## config.mk

```make
export PLATFORM = sky130hd
export DESIGN_NAME = spec_handler_pipe
export DESIGN_NICKNAME = d
export VERILOG_FILES = /design/src/rtl/spec_handler_pipe.sv
export SDC_FILE = /design/constraint.sdc
export NUM_CORES = 1
export LEC_CHECK = 0
export ABC_AREA = 1
export ABC_CLOCK_PERIOD_IN_PS = 24400
export CORE_ASPECT_RATIO = 0.6
export CORE_UTILIZATION = 40
export DETAILED_ROUTE_END_ITERATION = 6
export PLACE_DENSITY = 0.69
export SLEW_MARGIN = 20
export SYNTH_ARGS = -nofsm -noshare
export SYNTH_HDL_FRONTEND = slang
export SYNTH_SLANG_ARGS = --single-unit
```

## constraint.sdc

```tcl
create_clock -name clk -period 24.4 [get_ports clk]
set_input_delay 2.44 -clock clk [delete_from_list [all_inputs] [get_ports clk]]
set_output_delay 2.44 -clock clk [all_outputs]
set_load 0.005 [all_outputs]
```

## src/rtl/spec_handler_pipe.sv

```systemverilog
// FMA special-case handler: per-lane NaN/invalid/inf/zero/overflow/underflow detection with substitute result and sticky flags.
// Two register stages, in to out; a stalled output holds both stages and drops in_ready only when both are full.
module spec_handler_pipe #(
    parameter int EXP_W     = 8,
    parameter int MAN_W     = 23,
    parameter int LANES     = 4,
    parameter int NAN_QUIET = 1
) (
    input  logic                             clk,
    input  logic                             rst_n,
    input  logic                             in_valid,
    output logic                             in_ready,
    input  logic                             nj_mode,
    input  logic [LANES-1:0]                 inv_mask,
    input  logic [LANES*(1+EXP_W+MAN_W)-1:0] operand_a,
    input  logic [LANES*(1+EXP_W+MAN_W)-1:0] operand_b,
    input  logic [LANES*(1+EXP_W+MAN_W)-1:0] operand_c,
    input  logic [LANES*(EXP_W+1)-1:0]       exp_ab,
    output logic                             out_valid,
    input  logic                             out_ready,
    output logic [LANES-1:0]                 spec_mask,
    output logic [LANES*(1+EXP_W+MAN_W)-1:0] res_spec,
    input  logic                             flag_clr,
    output logic                             flag_invalid,
    output logic                             flag_overflow,
    output logic                             flag_underflow
);

    localparam int W    = 1 + EXP_W + MAN_W;
    localparam int EW   = EXP_W + 1;
    localparam int BIAS = (1 << (EXP_W - 1)) - 1;
    localparam logic signed [EW-1:0] EMAX = EW'(BIAS);
    localparam logic signed [EW-1:0] EMIN = EW'(1 - BIAS);
    localparam logic [W-1:0] QNAN = {1'b0, {EXP_W{1'b1}}, 1'b1, {(MAN_W-1){1'b0}}};

    typedef struct packed {
        logic zero;
        logic inf;
        logic nan;
        logic snan;
    } cls_t;

    typedef struct packed {
        logic [W-1:0] a;
        logic [W-1:0] b;
        logic [W-1:0] c;
        cls_t         ca;
        cls_t         cb;
        cls_t         cc;
        logic         ovf;
        logic         unf;
        logic         inv;
    } lane_t;

    typedef struct packed {
        logic         sp;
        logic [W-1:0] res;
        logic         iv;
        logic         ov;
        logic         un;
    } sel_t;

    function automatic cls_t classify(input logic [W-1:0] x);
        cls_t k;
        logic exp_zero;
        logic exp_ones;
        logic man_zero;
        exp_zero = (x[W-2:MAN_W] == '0);
        exp_ones = &x[W-2:MAN_W];
        man_zero = (x[MAN_W-1:0] == '0);
        k.zero = exp_zero && man_zero;
        k.inf  = exp_ones && man_zero;
        k.nan  = exp_ones && !man_zero;
        k.snan = k.nan && !x[MAN_W-1];
        return k;
    endfunction

    function automatic logic [W-1:0] quiet(input logic [W-1:0] x);
        logic [W-1:0] q;
        q = x;
        if (NAN_QUIET != 0) q[MAN_W-1] = 1'b1;
        return q;
    endfunction

    // Priority chain: NaN > invalid > inf > zero > overflow > underflow.
    function automatic sel_t resolve(input lane_t l, input logic nj);
        sel_t         s;
        logic [W-1:0] inf_ab;
        logic         inv_case;
        s        = '0;
        inf_ab   = {l.a[W-1] ^ l.b[W-1], {EXP_W{1'b1}}, {MAN_W{1'b0}}};
        s.iv     = l.ca.snan | l.cb.snan | l.cc.snan;
        inv_case = (l.ca.inf && l.cb.zero) || (l.cb.inf && l.ca.zero) ||
                   (l.inv && l.cc.inf && ((l.ca.inf && !l.cb.zero) || (l.cb.inf && !l.ca.zero)));
        if (l.ca.nan) begin
            s.sp = 1'b1; s.res = quiet(l.a);
        end else if (l.cb.nan) begin
            s.sp = 1'b1; s.res = quiet(l.b);
        end else if (l.cc.nan) begin
            s.sp = 1'b1; s.res = quiet(l.c);
        end else if (inv_case) begin
            s.sp = 1'b1; s.res = QNAN; s.iv = 1'b1;
        end else if (l.ca.inf || l.cb.inf || l.cc.inf) begin
            s.sp = 1'b1;
            if (l.cc.inf)                  s.res = l.c;
            else if (l.ca.inf && l.cb.inf) s.res = inf_ab;
            else if (l.ca.inf)             s.res = l.a;
            else                           s.res = l.b;
        end else if (l.ca.zero || l.cb.zero) begin
            s.sp = 1'b1; s.res = l.c;
        end else if (l.ovf) begin
            s.sp = 1'b1; s.res = inf_ab; s.ov = 1'b1;
        end else if (l.unf) begin
            s.un = 1'b1;
            if (nj) begin
                s.sp = 1'b1; s.res = l.c;
            end
        end
        return s;
    endfunction

    logic             s1_vld;
    logic             s1_nj;
    lane_t            s1_lane [LANES];
    sel_t             lane_sel [LANES];
    logic [LANES-1:0] mask_nxt;
    logic [W*LANES-1:0] res_nxt;
    logic             ev_inv_nxt, ev_ovf_nxt, ev_unf_nxt;
    logic             out_ev_inv, out_ev_ovf, out_ev_unf;
    logic             s2_adv;
    logic             out_hs;

    assign s2_adv   = !out_valid || out_ready;
    assign in_ready = !s1_vld || s2_adv;
    assign out_hs   = out_valid && out_ready;

    always_comb begin
        mask_nxt   = '0;
        res_nxt    = '0;
        ev_inv_nxt = 1'b0;
        ev_ovf_nxt = 1'b0;
        ev_unf_nxt = 1'b0;
        for (int i = 0; i < LANES; i++) begin
            lane_sel[i]        = resolve(s1_lane[i], s1_nj);
            mask_nxt[i]        = lane_sel[i].sp;
            res_nxt[i*W +: W]  = lane_sel[i].res;
            ev_inv_nxt         = ev_inv_nxt | lane_sel[i].iv;
            ev_ovf_nxt         = ev_ovf_nxt | lane_sel[i].ov;
            ev_unf_nxt         = ev_unf_nxt | lane_sel[i].un;
        end
    end

    always_ff @(posedge clk) begin
        if (!rst_n) begin
            s1_vld         <= 1'b0;
            s1_nj          <= 1'b0;
            for (int i = 0; i < LANES; i++) s1_lane[i] <= '0;
            out_valid      <= 1'b0;
            spec_mask      <= '0;
            res_spec       <= '0;
            out_ev_inv     <= 1'b0;
            out_ev_ovf     <= 1'b0;
            out_ev_unf     <= 1'b0;
            flag_invalid   <= 1'b0;
            flag_overflow  <= 1'b0;
            flag_underflow <= 1'b0;
        end else begin
            if (in_ready) begin
                s1_vld <= in_valid;
                if (in_valid) begin
                    s1_nj <= nj_mode;
                    for (int i = 0; i < LANES; i++) begin
                        s1_lane[i].a   <= operand_a[i*W +: W];
                        s1_lane[i].b   <= operand_b[i*W +: W];
                        s1_lane[i].c   <= operand_c[i*W +: W];
                        s1_lane[i].ca  <= classify(operand_a[i*W +: W]);
                        s1_lane[i].cb  <= classify(operand_b[i*W +: W]);
                        s1_lane[i].cc  <= classify(operand_c[i*W +: W]);
                        s1_lane[i].ovf <= $signed(exp_ab[i*EW +: EW]) > EMAX;
                        s1_lane[i].unf <= $signed(exp_ab[i*EW +: EW]) < EMIN;
                        s1_lane[i].inv <= inv_mask[i];
                    end
                end
            end
            if (s2_adv) begin
                out_valid  <= s1_vld;
                spec_mask  <= s1_vld ? mask_nxt : '0;
                res_spec   <= s1_vld ? res_nxt : '0;
                out_ev_inv <= s1_vld && ev_inv_nxt;
                out_ev_ovf <= s1_vld && ev_ovf_nxt;
                out_ev_unf <= s1_vld && ev_unf_nxt;
            end
            // A new event on the handshake beats a concurrent clear.
            flag_invalid   <= (flag_invalid   && !flag_clr) || (out_hs && out_ev_inv);
            flag_overflow  <= (flag_overflow  && !flag_clr) || (out_hs && out_ev_ovf);
            flag_underflow <= (flag_underflow && !flag_clr) || (out_hs && out_ev_unf);
        end
    end

endmodule

```

After elaboration in Yosys (flattened, before gate mapping):

Memory sizes are Yosys's and may differ from the RTL's.
Cells that the tools add are included.

* reductions and logical operators: 187
* add/subtract/negate cells: 0
* mux-type cells: 131
* order comparisons: 8
* shift operators: 0
* divide/modulo/power cells: 0
* equality and inequality tests: 0
* bitwise logic cells: 57
* multipliers: 0

Operators with widths (number)
* $mux W33: 36
* $mux W32: 24
* $logic_not A23 Y1: 12
* $mux W128: 1
* $logic_not A8 Y1: 12
* $reduce_and A8 Y1: 12
* $logic_and A1 B1 Y1: 86
* $or A1 B1 Y1: 53
* $mux W4: 13
* $gt A9 B8 Y1 const B: 4
* $lt A9 B8 Y1 const B: 4
* $mux W3: 12
* $logic_not A1 Y1: 35
* $mux W1: 33
* $logic_or A1 B1 Y1: 29
* $mux W2: 12
* $xor A1 B1 Y1: 4
* $reduce_and A2 Y1: 1

* memories: 1
* output and inout bits: 137
* bits in registers: 141
* word-level logic and storage cells: 395
* RAM bits: 444
* memory bits (read-only): 0
* bits of input ports: 430
* bits in latches: 0

Memories
* s1_lane: depth 4, bits a word 111, read ports 4, clocked after memory_dff 0, wr ports 4, line 124 `lane_t s1_lane [LANES];`

Longest topological paths before layout:

Gate-level depths: netlist of run 1.
An unclocked memory read counts as a cell.

* depth after elaboration: 14
* depth in mapped cells: 14

Worst setup path before layout of run 1:

No wires, ideal clock.

* kind: input -> register
* from: in out_ready
* to: mem s1_lane[0][0] in the netlist's numbering, enable pin
* buffers on the path: 0
* setup time: 3180 ps
* arrival: 9885 ps
* path slack: 11334 ps
* stages on the path: 4
* cell sequence: nor2_1 nand2_1 nand2_1 nand2_1

RTL lines
* start: declaration: line 20 `input logic out_ready,`
* end: declaration: line 124

Worst setup path in the final report of run 1:

* from: in out_ready
* to: out in_ready

* longest elaborated chain between the ends: 2

Ends and longest elaborated chain
* $logic_or A1 B1 Y1: line 133 `assign s2_adv = !out_valid || out_ready;`
* $logic_or A1 B1 Y1: line 134 `assign in_ready = !s1_vld || s2_adv;`
* end: declaration: line 12 `output logic in_ready,`

No other way between the ends.

==> summary.txt, run 1 <==
Critical Path Source Type: primary input
fin. max-slew vios: 0
Sw Ratio: 0.271
P_sw: 657 µW
failing checks: DRC
#FFs+latches synth: 581
synth top area cells: edfxtp_1 43%, nand2_1 12%, dfxtp_1 9.2%
remaining antenna violation count: 0
vias per cell: 5.29
gr usage total: 0.265
Combinational Power Share: 0.146
commonest non-fill, non-tap cell in the layout: nand2_1
Flop pwr share: 0.481
Synth Net Count: 4357
total number of vias: 28679
CTS tree: done
Slew HR: 0.237
post-synth top area cell: edfxtp_1
nets@finish: 4796
Worst-Margin Slew: 1.14 ns
layout cells sized above 1: 0.0433
io pins: 567
Seq/Total Area, Yosys: 0.524
Post-CTS Hold Fix Bufs: 0
First DRT Iteration DRCs: 3213
synthesized area: 30600 µm²
Post-CTS Setup Bufs: 0
Post-Syn Instances: 3927
maximum buffer depth of the clock tree: 3
num rows: 78
Starting Density: 0.405
period utilization: 0.251
highest fanout seen on the critical path: 4
max cap viols: 0
synth warn: 0
Clock power frac: 0.373
# DRC: 1
first-pass GRT wire length: 159000 µm
root buf cell: clkbuf_16
largest reg by FF count: s1_lane
Power Internal: 1.76 mW
vias in the first global route: 26300
EDFF count, synth: 440
gpl congestion: 0.916
setup violators final: 0
clock sink total: 581
top cell type's share of synthesized area: 0.432
Yosys cell types: 47
leading register cell type out of synthesis: edfxtp_1
final wirelength: 106000 µm
total negative slack: 0 ns
min-delay worst type: flip-flop to flip-flop
Core Util, Final: 0.512
kind of critical path: primary input to output pin
Post-DP HPWL: 73300 µm
number of CTS-inserted buffers: 57
Die ar.: 77600 µm²
Syn Area/Cell: 7.79 µm²
initial antenna violation count: 7
RSZ-0062 raised after global routing: false
DIE HEIGHT: 216 µm
largest net degree at the start of global routing: 142
Fmax: 163 MHz
Leak: 16.7 nW
CTS clk-pin slew, worst paths: 0.07 ns
DRT Pass-1 Iters: 7
Die X: 359 µm
CTS H-Tree Depth: 2
Period minus WS final: 6.13 ns
core box area: 75600 µm²
commonest cells after routing, fill and taps aside: 939 x nand2_1, 617 x nor2_1, 562 x clkdlybuf4s50_1
Async S/R FF share, synth: 0
Top Registers: s1_lane x440, res_spec x128, spec_mask x4
PortBufs: 562
drt wl/cell: 19.5 µm
Arrival @ worst endpoint: 3.69 ns
worst skew pair latency: 0.63 ns
VDD IR max: 0.0533 mV
area grow syn2layout: 26.4%
# resized after CTS: 0
WP data required: 21.96 ns
status: finished with violations
PwrDens: 62.5 nW/µm²
Clock Skews: 0.0255 ns
gr ovfl total: 0
Worst setup EP type: output pin
Final Hold Fails: 0
max FFs per register: 440
[per-stage QoR]
step                setup slack (ns)  hold WS [ns]  std cells  power (mW)  instance area, µm²
global placement               17.55         0.453       5306        1.53               36800
finish                         18.27         0.463       5422        2.42               38700
global route                   18.18         0.479       5419        2.51               38700
detailed placement             17.50         0.454       5306        1.53               36800
CTS                            18.18         0.464       5414        2.43               38600
floorplan                      11.33         0.444       3927        1.38               30600
[synthesized netlist by cell type, types with 7 or more instances]
master	instances
o21ai_1	7
nor3_1	32
edfxtp_1	440
o211ai_1	32
buf_2	78
nor2_2	12
a22oi_1	20
nand3_1	141
clkbuf_1	114
inv_1	550
nand4_1	79
or2_2	7
a21oi_1	455
inv_2	13
o21ai_0	102
buf_4	8
a21oi_2	20
nand2_1	941
dfxtp_1	141
o21bai_1	7
nor2_1	619
nor4_1	54
[worst paths after layout]
check	start	to	slack, ns	depth (start not counted)
min	res_spec[51]	res_spec[51]	0.46	2
max	out_ready	in_ready	18.27	4
min reg2reg	res_spec[51]	res_spec[51]	0.46	2
max reg2reg	out_valid	s1_lane[3][16]	20.37	8
[power by group through the flow]
stage	Clock, mW	Sequential [mW]	Combinational (mW)
finish	0.901	1.16	0.353
global placement	0	1.18	0.344
floorplan	0	1.18	0.193
global route	0.953	1.17	0.389
detailed placement	0	1.18	0.348
CTS	0.915	1.16	0.349
[critical path: stages]
cell and delay, ns:
clkdlybuf4s50_1 0.57, nor2_4 0.07, nand2_1 0.10, clkdlybuf4s50_1 0.50
[metal layers]
| layer | GRT usage | share of wire | vias up |
|---|---|---|---|
| li1 | - | - | 13638 |
| met4 | 0.0629 | 0.020 | 4 |
| met5 | 0.00735 | 0.00083 | - |
| met2 | 0.377 | 0.41 | 1568 |
| met3 | 0.0823 | 0.13 | 139 |
| met1 | 0.389 | 0.44 | 13330 |
[cells by family (layout without fill, tap and decap cells)]
logic type	Yosys count	in the layout	synth area share
compound gates	659	659	0.116
xor+xnor	3	3	0.000859
buf+inv	779	1267	0.102
flops	581	581	0.524
mux	1	1	0.000327
other cells	0	7	0
simple gates	1904	1904	0.257
[final cells by class]
type | instances | area (µm²)
diodes | 7 | 17.5
clock buffers | 69 | 1540
clock inverters | 39 | 313
fillers | 7030 | 36900
inverters | 565 | 2140
multi-input cells | 2567 | 11500
flip-flops and latches | 581 | 16000
well taps | 1000 | 1250
repair buffers | 594 | 5900
Power figures use the tool's default switching activity.
==> run 2: changes to the inputs <==
--- a/config.mk
+++ b/config.mk
@@ -6,11 +6,11 @@
 export NUM_CORES = 1
 export LEC_CHECK = 0
 export ABC_AREA = 1
-export ABC_CLOCK_PERIOD_IN_PS = 24400
+export ABC_CLOCK_PERIOD_IN_PS = 5600
 export CORE_ASPECT_RATIO = 0.6
 export CORE_UTILIZATION = 40
 export DETAILED_ROUTE_END_ITERATION = 6
-export PLACE_DENSITY = 0.69
+export PLACE_DENSITY = 0.71
 export SLEW_MARGIN = 20
 export SYNTH_ARGS = -nofsm -noshare
 export SYNTH_HDL_FRONTEND = slang
==> constraint.sdc (replaced) <==
create_clock -name clk -period 5.6 [get_ports clk]
set_input_delay 0.56 -clock clk [delete_from_list [all_inputs] [get_ports clk]]
set_output_delay 0.56 -clock clk [all_outputs]
set_load 0.005 [all_outputs]
==> run 2 against run 1 <==
  * The run now ends clean
  * Sequential cell count did not move
  * Via count rose by 0.53%
  * Setup slack got worse by 16 ns
  * Final area rose by 0.54%
  * Non-clock buffer count rose by 3
  * Combinational power rose to 4.4 times the previous value
  * Die area did not move
  * Critical endpoint is now s1_lane[3][14]
==> summary.txt, run 2 (synthesis gave the netlist of run 1 again) <==
Clock Skews: 0.0349 ns
Worst setup EP type: flip-flop
Critical Path Source Type: primary input
DIE HEIGHT: 216 µm
largest net degree at the start of global routing: 139
Period minus WS final: 3.39 ns
gr ovfl total: 0
multi-input logic area: 11500 µm²
max FFs per register: 440
CTS tree: done
Final Hold Fails: 0
setup violators final: 0
# DRC: 0
maximum buffer depth of the clock tree: 3
FF/Latch Area: 16000 µm²
kind of critical path: primary input to flip-flop
PortBufs: 562
remaining antenna violation count: 0
highest fanout seen on the critical path: 138
CTS clk-pin slew, worst paths: 0.07 ns
WP data required: 5.94 ns
total negative slack: 0 ns
vias per cell: 5.32
VDD IR max: 0.235 mV
number of CTS-inserted buffers: 56
Final Power: 10.8 mW
worst skew pair latency: 0.64 ns
RSZ-0062 raised after global routing: false
Fmax: 295 MHz
nets@finish: 4798
vias in the first global route: 26650
gr usage total: 0.268
area grow syn2layout: 27.1%
final wirelength: 107000 µm
Post-CTS Hold Fix Bufs: 0
Worst-Margin Slew: 1.12 ns
largest reg by FF count: s1_lane
Die ar.: 77600 µm²
Slew HR: 0.252
Leak: 16.8 nW
drt wl/cell: 19.8 µm
Post-DP HPWL: 74200 µm
num rows: 78
# resized after CTS: 0
period utilization: 0.605
Die X: 359 µm
CTS H-Tree Depth: 2
DRT Pass-1 Iters: 6
commonest non-fill, non-tap cell in the layout: nand2_1
initial antenna violation count: 4
io pins: 567
first-pass GRT wire length: 161000 µm
clock sink total: 581
Filler Cell Count: 7095
Place WS: 1.48 ns
core box area: 75600 µm²
gpl congestion: 0.902
total number of vias: 28831
Post-CTS Setup Bufs: 0
Arrival @ worst endpoint: 3.73 ns
status: complete, no violations
max cap viols: 0
PwrDens: 279 nW/µm²
fin. max-slew vios: 0
min-delay worst type: flip-flop to flip-flop
layout cells sized above 1: 0.0435
commonest cells after routing, fill and taps aside: 939 x nand2_1, 617 x nor2_1, 562 x clkdlybuf4s50_1
Top Registers: s1_lane x440, res_spec x128, spec_mask x4
Starting Density: 0.405
final worst-path setup slack: 2.21 ns
root buf cell: clkbuf_16
First DRT Iteration DRCs: 3624
run 2: cell count changes in the layout (fill, tap and decap cells not counted), sizes merged:
cell	before	now
clkbuf	69	66
bufinv	4	12
clkinv	27	21
diode	7	2
buf	32	35
inv	570	566
clkinvlp	3	4
run 2: worst paths after layout:
| check | startpoint | to | slack (ns) | depth (start not counted) |
|---|---|---|---|---|
| min reg2reg | res_spec[121] | res_spec[121] | 0.46 | 2 |
| min | res_spec[121] | res_spec[121] | 0.46 | 2 |
| max reg2reg | s1_lane[2][13] | res_spec[91] | 2.28 | 10 |
| max | rst_n | s1_lane[3][14] | 2.21 | 6 |
run 2: cell type report:
cell class,instances,share of cell area
timing repair buffer,597,0.154
inverter,565,0.0549
clock buffer,66,0.0375
sequential,581,0.412
clock inverter,38,0.0134
antenna,2,0.000129
multi-input combinational,2567,0.295
tap,1000,0.0322
run 2: metal layers:
| metal | wire (µm) | global-route usage |
|---|---|---|
| met3 | 13100 | 0.0765 |
| met4 | 2110 | 0.0545 |
| met2 | 44600 | 0.381 |
| met5 | 27 | 0 |
| met1 | 47400 | 0.401 |
run 2: metrics by stage:
| step | hold slack (ns) | std cells | util | instance area, µm² |
|---|---|---|---|---|
| after floorplan | 0.444 | 3927 | - | 30600 |
| after global placement | 0.453 | 5307 | 0.487 | 36800 |
| after detailed placement | 0.455 | 5308 | 0.488 | 36900 |
| after CTS | 0.465 | 5412 | 0.514 | 38900 |
| after global routing | 0.483 | 5415 | 0.514 | 38900 |
| final | 0.463 | 5416 | 0.514 | 38900 |
run 2: report_power, final:
group	internal (mW)	switching, mW	leakage, nW	total (mW)
Combinational	0.627	0.920	9.83	1.55
Sequential	4.90	0.178	6.01	5.08
Clock	2.42	1.78	0.961	4.20
run 2: critical path, stage by stage:
cell and delay, ns:
clkdlybuf4s50_1 0.58, inv_6 0.71, nor2_1 0.28, inv_8 0.59
buf_4 0.74, nor4_1 0.14
